## src/rtl/sgf_divider_seq.sv

```systemverilog
// Sequential radix-2 restoring divider for FPU significands.
// Computes floor(A * 2^SW / B), one quotient bit per clock, MSB first,
// plus a sticky flag that is set when the final partial remainder is nonzero.
module sgf_divider_seq #(
    parameter int unsigned SW = 24
) (
    input  logic          clk,
    input  logic          rst,
    input  logic          start_i,
    input  logic [SW-1:0] Data_A_i,
    input  logic [SW-1:0] Data_B_i,
    output logic          busy_o,
    output logic          ready_o,
    output logic [SW:0]   sgf_quot_o,
    output logic          sticky_o,
    output logic          div_zero_o
);

    // The counter holds the iteration index 0..SW, so it needs to count SW+1 values.
    localparam int unsigned CW = $clog2(SW + 1);

    typedef enum logic [1:0] {
        StIdle,
        StCalc,
        StDone
    } state_e;

    state_e        state_q, state_d;
    logic [SW:0]   rem_q, rem_d;
    logic [SW-1:0] divisor_q, divisor_d;
    logic [SW:0]   qsr_q, qsr_d;
    logic [CW-1:0] cnt_q, cnt_d;
    logic          busy_q, busy_d;
    logic          ready_q, ready_d;
    logic [SW:0]   quot_q, quot_d;
    logic          sticky_q, sticky_d;
    logic          dz_q, dz_d;

    // Single restoring step. The compare and subtract are SW+1 bits wide.
    // The remainder stays below 2B, so the left shift loses nothing for
    // normalized operands.
    logic [SW:0] divisor_ext;
    logic [SW:0] rem_sub;
    logic        q_bit;
    logic [SW:0] rem_next;

    // Datapath for one iteration of the restoring step
    always_comb begin
        divisor_ext = {1'b0, divisor_q};
        rem_sub     = rem_q - divisor_ext;
        q_bit       = (rem_q >= divisor_ext);
        rem_next    = q_bit ? {rem_sub[SW-1:0], 1'b0} : {rem_q[SW-1:0], 1'b0};
    end

    // Next-state logic, datapath register updates and registered output values
    always_comb begin
        state_d   = state_q;
        rem_d     = rem_q;
        divisor_d = divisor_q;
        qsr_d     = qsr_q;
        cnt_d     = cnt_q;
        busy_d    = 1'b0;
        ready_d   = 1'b0;
        quot_d    = quot_q;
        sticky_d  = sticky_q;
        dz_d      = dz_q;

        case (state_q)
            StIdle, StDone: begin
                if (start_i) begin
                    divisor_d = Data_B_i;
                    rem_d     = {1'b0, Data_A_i};
                    qsr_d     = '0;
                    cnt_d     = '0;
                    if (Data_B_i == '0) begin
                        // Division by zero: saturate the quotient and finish immediately
                        state_d  = StDone;
                        ready_d  = 1'b1;
                        quot_d   = '1;
                        sticky_d = 1'b0;
                        dz_d     = 1'b1;
                    end else begin
                        state_d = StCalc;
                        busy_d  = 1'b1;
                    end
                end else begin
                    state_d = StIdle;
                end
            end
            StCalc: begin
                rem_d = rem_next;
                qsr_d = {qsr_q[SW-1:0], q_bit};
                cnt_d = cnt_q + CW'(1);
                if (cnt_q == CW'(SW)) begin
                    // Last of the SW+1 iterations: publish the result
                    state_d  = StDone;
                    ready_d  = 1'b1;
                    quot_d   = {qsr_q[SW-1:0], q_bit};
                    sticky_d = (rem_next != '0);
                    dz_d     = 1'b0;
                end else begin
                    busy_d = 1'b1;
                end
            end
            default: begin
                state_d = StIdle;
            end
        endcase
    end

    // State and datapath registers with asynchronous active-low reset
    always_ff @(posedge clk or negedge rst) begin
        if (!rst) begin
            state_q   <= StIdle;
            rem_q     <= '0;
            divisor_q <= '0;
            qsr_q     <= '0;
            cnt_q     <= '0;
            busy_q    <= 1'b0;
            ready_q   <= 1'b0;
            quot_q    <= '0;
            sticky_q  <= 1'b0;
            dz_q      <= 1'b0;
        end else begin
            state_q   <= state_d;
            rem_q     <= rem_d;
            divisor_q <= divisor_d;
            qsr_q     <= qsr_d;
            cnt_q     <= cnt_d;
            busy_q    <= busy_d;
            ready_q   <= ready_d;
            quot_q    <= quot_d;
            sticky_q  <= sticky_d;
            dz_q      <= dz_d;
        end
    end

    assign busy_o     = busy_q;
    assign ready_o    = ready_q;
    assign sgf_quot_o = quot_q;
    assign sticky_o   = sticky_q;
    assign div_zero_o = dz_q;

endmodule

```

## config.mk

```make
export PLATFORM = sky130hd
export DESIGN_NAME = sgf_divider_seq
export DESIGN_NICKNAME = d
export VERILOG_FILES = /design/src/rtl/sgf_divider_seq.sv
export SDC_FILE = /design/constraint.sdc
export NUM_CORES = 1
export LEC_CHECK = 0
export CAP_MARGIN = 10
export CORE_ASPECT_RATIO = 0.7
export CORE_MARGIN = 4
export CORE_UTILIZATION = 55
export DETAILED_ROUTE_END_ITERATION = 8
export GPL_TIMING_DRIVEN = 0
export PLACE_DENSITY = 0.9
export SYNTH_ARGS = -nofsm -noshare
export SYNTH_HDL_FRONTEND = slang
export SYNTH_SLANG_ARGS = --single-unit
export TNS_END_PERCENT = 20
```

## constraint.sdc

```tcl
create_clock -name clk -period 5 [get_ports clk]
set_clock_uncertainty 0.1 [all_clocks]
set_input_delay 1 -clock clk [delete_from_list [all_inputs] [get_ports clk]]
set_output_delay 1 -clock clk [all_outputs]
set_load 0.005 [all_outputs]
```

=== Word-level counts from Yosys, hierarchy flattened ===
Cells that the tools add are included.

* Reduce and logical (&&, ||, !) cells: 8
* Order comparisons: 1
* Mux-type cells: 31
* Add/subtract/negate cells: 2
* Equal/unequal tests: 6

{| class="wikitable"
|+ Operators with widths
! operator !! count
|-
| $mux W25 || 5
|-
| $pmux W25 S2 || 2
|-
| $pmux W24 S2 || 1
|-
| $ge A25 B24 Y1 || 1
|-
| $reduce_bool A25 Y1 || 1
|-
| $logic_not A24 Y1 || 1
|-
| $mux W24 || 1
|-
| $sub A24 B24 Y24 || 1
|-
| $mux W1 || 12
|-
| $pmux W5 S2 || 1
|-
| $pmux W1 S2 || 4
|-
| $mux W2 || 3
|-
| $ne A2 B2 Y1 const B || 3
|-
| $add A5 B1 Y5 const B || 1
|-
| $eq A5 B5 Y1 const B || 1
|-
| $mux W5 || 1
|-
| $pmux W2 S2 || 1
|-
| $reduce_and A2 Y1 || 2
|-
| $reduce_and A4 Y1 || 1
|-
| $eq A2 B1 Y1 const B || 1
|-
| $eq A2 B2 Y1 const B || 1
|-
| $logic_not A2 Y1 || 1
|-
| $reduce_bool A2 Y1 || 1
|-
| $reduce_or A2 Y1 || 1
|}

* Bits in registers: 109
* Input port bits: 51

=== Longest topological paths before layout ===
Gate-level depths: netlist of the first run.

* Word-level depth: 5
* Depth in mapped cells: 14
* Depth with buffers taken out: 14

=== Least setup slack after synthesis of the first run ===
OpenSTA, ideal clock, no wires.

* Kind: register -> register
* Start point: register rem_q[0]
* End point: register sticky_q, in the netlist sticky_o
* Path slack: 1,668 ps
* Period minus slack after synthesis: 3,332 ps
* Stages on the path, launching flop included: 14
* Data arrival time: 3,100 ps
* Data required time: 4,768 ps
* Path through: dfrtp_1 inv_1 ha_1 inv_1 fa_1 a21o_1 a221oi_2 xnor2_1 or4_1 or4_1 nor2_1 nand4_1 o41ai_2 a31oi_1

* Cells in the longest elaborated chain, start to end: 5
* Elaborated cells between the ends (all ways): 6

{| class="wikitable"
|+ RTL lines
! what !! RTL line !! source
|-
| from (decl) || 29 || <nowiki>logic [SW:0] rem_q, rem_d;</nowiki>
|-
| from (signal assigned) || 126 || <nowiki>rem_q <= rem_d;</nowiki>
|-
| $sub A24 B24 Y24 / $ge A25 B24 Y1 (equally long branches) || 50, 51 ||
|-
| $mux W25 (*) || 52 || <nowiki>rem_next = q_bit ? {rem_sub[SW-1:0], 1'b0} : {rem_q[SW-1:0], 1'b0};</nowiki>
|-
| $reduce_bool A25 Y1 (*) || 99 || <nowiki>sticky_d = (rem_next != '0);</nowiki>
|-
| $mux W1 (*) || 94 || <nowiki>if (cnt_q == CW'(SW)) begin</nowiki>
|-
| $pmux W1 S2 (*) || 68 || <nowiki>case (state_q)</nowiki>
|-
| to (signal assigned) || 133 || <nowiki>sticky_q <= sticky_d;</nowiki>
|-
| to (decl) || 36 || <nowiki>logic sticky_q, sticky_d;</nowiki>
|}

Every way passes the cells marked *; elsewhere a longest branch is shown, timed or not. The select of a mux whose other input is x is not followed.
A chain may end at the register's enable or synchronous reset.

=== Worst setup path after layout of the first run ===
* Start point: input port Data_B_i[0]
* End point: register quot_q[11], in the netlist sgf_quot_o[11]

* Cells in the longest elaborated chain, start to end: 3

{| class="wikitable"
|+ RTL lines
! what !! RTL line !! source
|-
| from (decl) || 11 || <nowiki>input logic [SW-1:0] Data_B_i,</nowiki>
|-
| $logic_not A24 Y1 || 75 || <nowiki>if (Data_B_i == '0) begin</nowiki>
|-
| $ne A2 B2 Y1 (no line) || -- ||
|-
| $reduce_and A4 Y1 (no line) || -- ||
|-
| to (signal assigned) || 132 || <nowiki>quot_q <= quot_d;</nowiki>
|-
| to (decl) || 35 || <nowiki>logic [SW:0] quot_q, quot_d;</nowiki>
|}

No other way between the ends.

==> metrics.md, run 1 <==
| Metric | Value |
|---|---|
| Status | finished clean |
| Vias | around 5300 |
| Final net count | approximately 780 |
| Critical path class | in2reg |
| Syn_nets | 686 |
| Crit path buffers/inverters | 2 |
| Seq cells post-synth | 109 |
| Synth cell count leaders | dfrtp_1 (109), nor2_1 (70), nand2_1 (49) |
| Critical path peak fanout | 10 |
| Drt drc | 0 |
| Worst Hold Class | reg2reg |
| # hold bufs at CTS | 0 |
| Via density | 6.35 |
| Final GP Congestion | around 0.94 |
| Die area | 0.0122 mm² |
| Post-CTS resize count | 0 |
| MaxCap Viol Count | 0 |
| Relative slew margins | 30.3% |
| Fin crit share | between 80 and 90% |
| Die H | slightly above 90 µm |
| # diodes | 0 |
| # Post-CTS Setup Buffers | 0 |
| IO Port Bufs | between 70 and 80 |
| Slew @ Worst Pin | approximately 1.0 ns |
| GR Overflow Total | 0 |
| Cell Pwr Density | ~830 mW/mm² |
| Crit-path cells | clkdlybuf4s50_1, nor4_1, nand4_1, nor3_1, clkbuf_1, nor2_1, a21oi_1 |
| Drt first pass iters | 5 |
| Mean post-synth cell area | 9.46 µm² |
| CP required | 5.17 ns |
| Unrepaired setup endpoints after global routing | false |
| Asr flop ratio synth | 100% |
| Cell family with most CP delay | simple AND/OR/NAND/NOR gates |
| Clock Latency Late Sink | about 0.36 ns |
| CTS Buffer Depth | 2 |
| Cell taking the most area after synthesis | dfrtp_1 |
| Post-route cell area | around 0.007 mm² |
| Average wire per standard cell | 19.9 µm |
| DP Worst Slack | ~0.68 ns |
| Layout area overhead | 22.5% |
| Post-synth top area share | 47.4% |
| CTS Buf Count | 9 |
| Startpoint types | primary input |
| Final setup fails | 0 |
| Final Max Tran Viols | 0 |
| YS warnings | 0 |
| Setup TNS | 0 ns |
| Register area share after synthesis | 47.4% |
| I/O Pins | 80 |
| Netlist Area Pre-Place | approximately 0.0058 mm² |
| Vias in the first global route | between 5000 and 6000 |
| 1st-iter DRT viols | just under 700 |
| CTS sink cnt | ~110 |
| Wirelength, routed | about 17000 µm |
| Layout cells sized above 1 | under 10% |
| Horiz. Die Dim | between 100 and 150 µm |
| Max Clock Freq | roughly 240 MHz |
| Top post-synthesis cells by area | dfrtp_1 (47%), ha_1 (5.7%), nor2_1 (4.6%), a22o_1 (3.8%), a21oi_1 (3.7%) |
| Pin count of the biggest net entering global routing | 69 |
| Core box area | between 0.009 and 0.01 mm² |
| FP Rows | 30 |
| Post-synth EDFFs | 0 |
| Initial Utilization | around 58% |
| DP Area | between 0.006 and 0.007 mm² |
| Worst Path Arrival | roughly 4.4 ns |
| Setup WS post-layout | roughly 0.82 ns |
| DPL Wire Length | 12200 µm |
| Leakage power | 0.00302 µW |
| Clock root cell | clkbuf_16 |
| All-Layer GR Usage | 28.1% |
| Initial antenna violation count | 0 |
| Worst VDD drop | around 0.44 mV |
| Slowest CP cell | nor4_1 |
| Synth unique cells | 52 |
| TritonCTS clock tree | done |
| Worst-path clk slew | 0.07 ns |
| H-tree Lvls | 3 |
| Final critical-path required period | ~4.2 ns |
| Slowest stage delay, CP | 0.89 ns |
| Synthesized netlist cell count | between 600 and 700 |
| Most frequent cell after synthesis | dfrtp_1 |
| First-pass GRT wire length | about 27000 µm |
| Final antenna-violating net count | 0 |
| Synth Flop Type | dfrtp_1 |
| Fin. Hold Viols | 0 |
| CP Capture Type | flop |
## cells in the final DEF, fill, tap and decap left out, drive strengths merged, types with 7 or more instances in the layout
cell           instances
dfrtp                109
clkdlybuf4s50         78
nor2                  71
o21ai                 67
nand2                 49
a21oi                 42
clkbuf                35
inv                   33
ha                    26
a22oi                 25
a22o                  25
mux2i                 19
a21o                  11
nor4                  10
nand3                 10
xor2                  10
xnor2                  9
buf                    9
nand4                  7
a31oi                  7
## sequential cells by signal (all words and copies together) (netlist names)
signal,flops
rem_q,25
sgf_quot_o,25
divisor_q,24
qsr_q,24
cnt_q,5
state_q,2
busy_o,1
div_zero_o,1
ready_o,1
sticky_o,1
## area by class of cell
| cell class | count | area (µm²) |
|---|---|---|
| Fill cell | 733 | 2900 |
| Multi-Input combinational cell | 437 | 2760 |
| Sequential cell | 109 | 2730 |
| Timing Repair Buffer | 80 | 816 |
| Clock buffer | 11 | 253 |
| Tap cell | 128 | 160 |
| Buffer | 31 | 144 |
| Inverter | 31 | 116 |
| Clock inverter | 5 | 66.3 |
## path summary, 6_finish.rpt
kind / from / to / slack, ns / depth (start not counted)
worst max-delay path: Data_B_i[0] / sgf_quot_o[11] / 0.82 / 7
worst min-delay path: div_zero_o / div_zero_o / 0.38 / 2
worst max register to register: rem_q[0] / sticky_o / 1.12 / 13
worst min register to register: div_zero_o / div_zero_o / 0.38 / 2
max in group asynchronous: rst / qsr_q[5] / 3.53 / 2
min in group asynchronous: rst / divisor_q[5] / 0.52 / 1
## metal layers
layer	part of all wire (%)	track usage (%)	vias to the layer above
met5	0	0	-
met4	1.9	7.35	0
met3	8.8	5.71	32
met2	45	42.5	281
met1	45	41.3	2595
li1	-	-	2377
## cells by family (layout without fill, tap and decap cells)
kind of cell / count (synthesis) / in the layout / synth area share [%]
adders and majority gates: 27 / 27 / 6.00
buffers and inverters: 62 / 158 / 4.52
DFF: 109 / 109 / 47.4
muxes: 19 / 19 / 3.31
and+or+nand+nor: 174 / 174 / 13.9
AOI/OAI and AO/OA: 198 / 198 / 22.0
xor gates and xnor gates: 19 / 19 / 2.89
## power breakdown
part           internal [µW]  switching [µW]  leakage [µW]
clock network            424             342      0.000160
logic                   1480            2020       0.00158
registers               1310             305       0.00128
## metrics by stage
step | std cells | utilization, % | hold slack, ns | total power, µW
5_1_grt | 832 | 70.8 | 0.414 | 6280
6_report | 832 | 70.8 | 0.383 | 5880
4_1_cts | 832 | 70.8 | 0.388 | 5800
3_3_place_gp | 815 | 67.4 | 0.368 | 4810
3_5_place_dp | 816 | 67.6 | 0.368 | 4980
2_1_floorplan | 608 | - | 0.350 | 3970
## worst min-delay path: stages (launching register included)
cell,delay [ns]
dfrtp_1,0.35
nand2_1,0.05
nand2_1,0.05
Note: power is estimated with default switching activity, not from simulation.
==> run 2, diff against run 1 <==
==> constraint.sdc (replaced) <==
create_clock -name clk -period 4.2 [get_ports clk]
set_clock_uncertainty 0.1 [all_clocks]
set_input_delay 0.84 -clock clk [delete_from_list [all_inputs] [get_ports clk]]
set_output_delay 0.84 -clock clk [all_outputs]
set_load 0.005 [all_outputs]
==> results of run 2 <==
The final DEF is identical to that of run 1. Status: finished clean.
Main changes from that run: setup slack after placement 0.684 ns -> 0.0443 ns; clock-pin slew on the worst setup and hold paths 0.07 ns -> 0.08 ns; setup slack after layout 0.818 ns -> 0.178 ns; hold slack 0.383 ns -> 0.362 ns; register-to-register setup slack 1.12 ns -> 0.32 ns; total power 5880 µW -> 7000 µW; worst IR drop on VDD 0.442 mV -> 0.526 mV
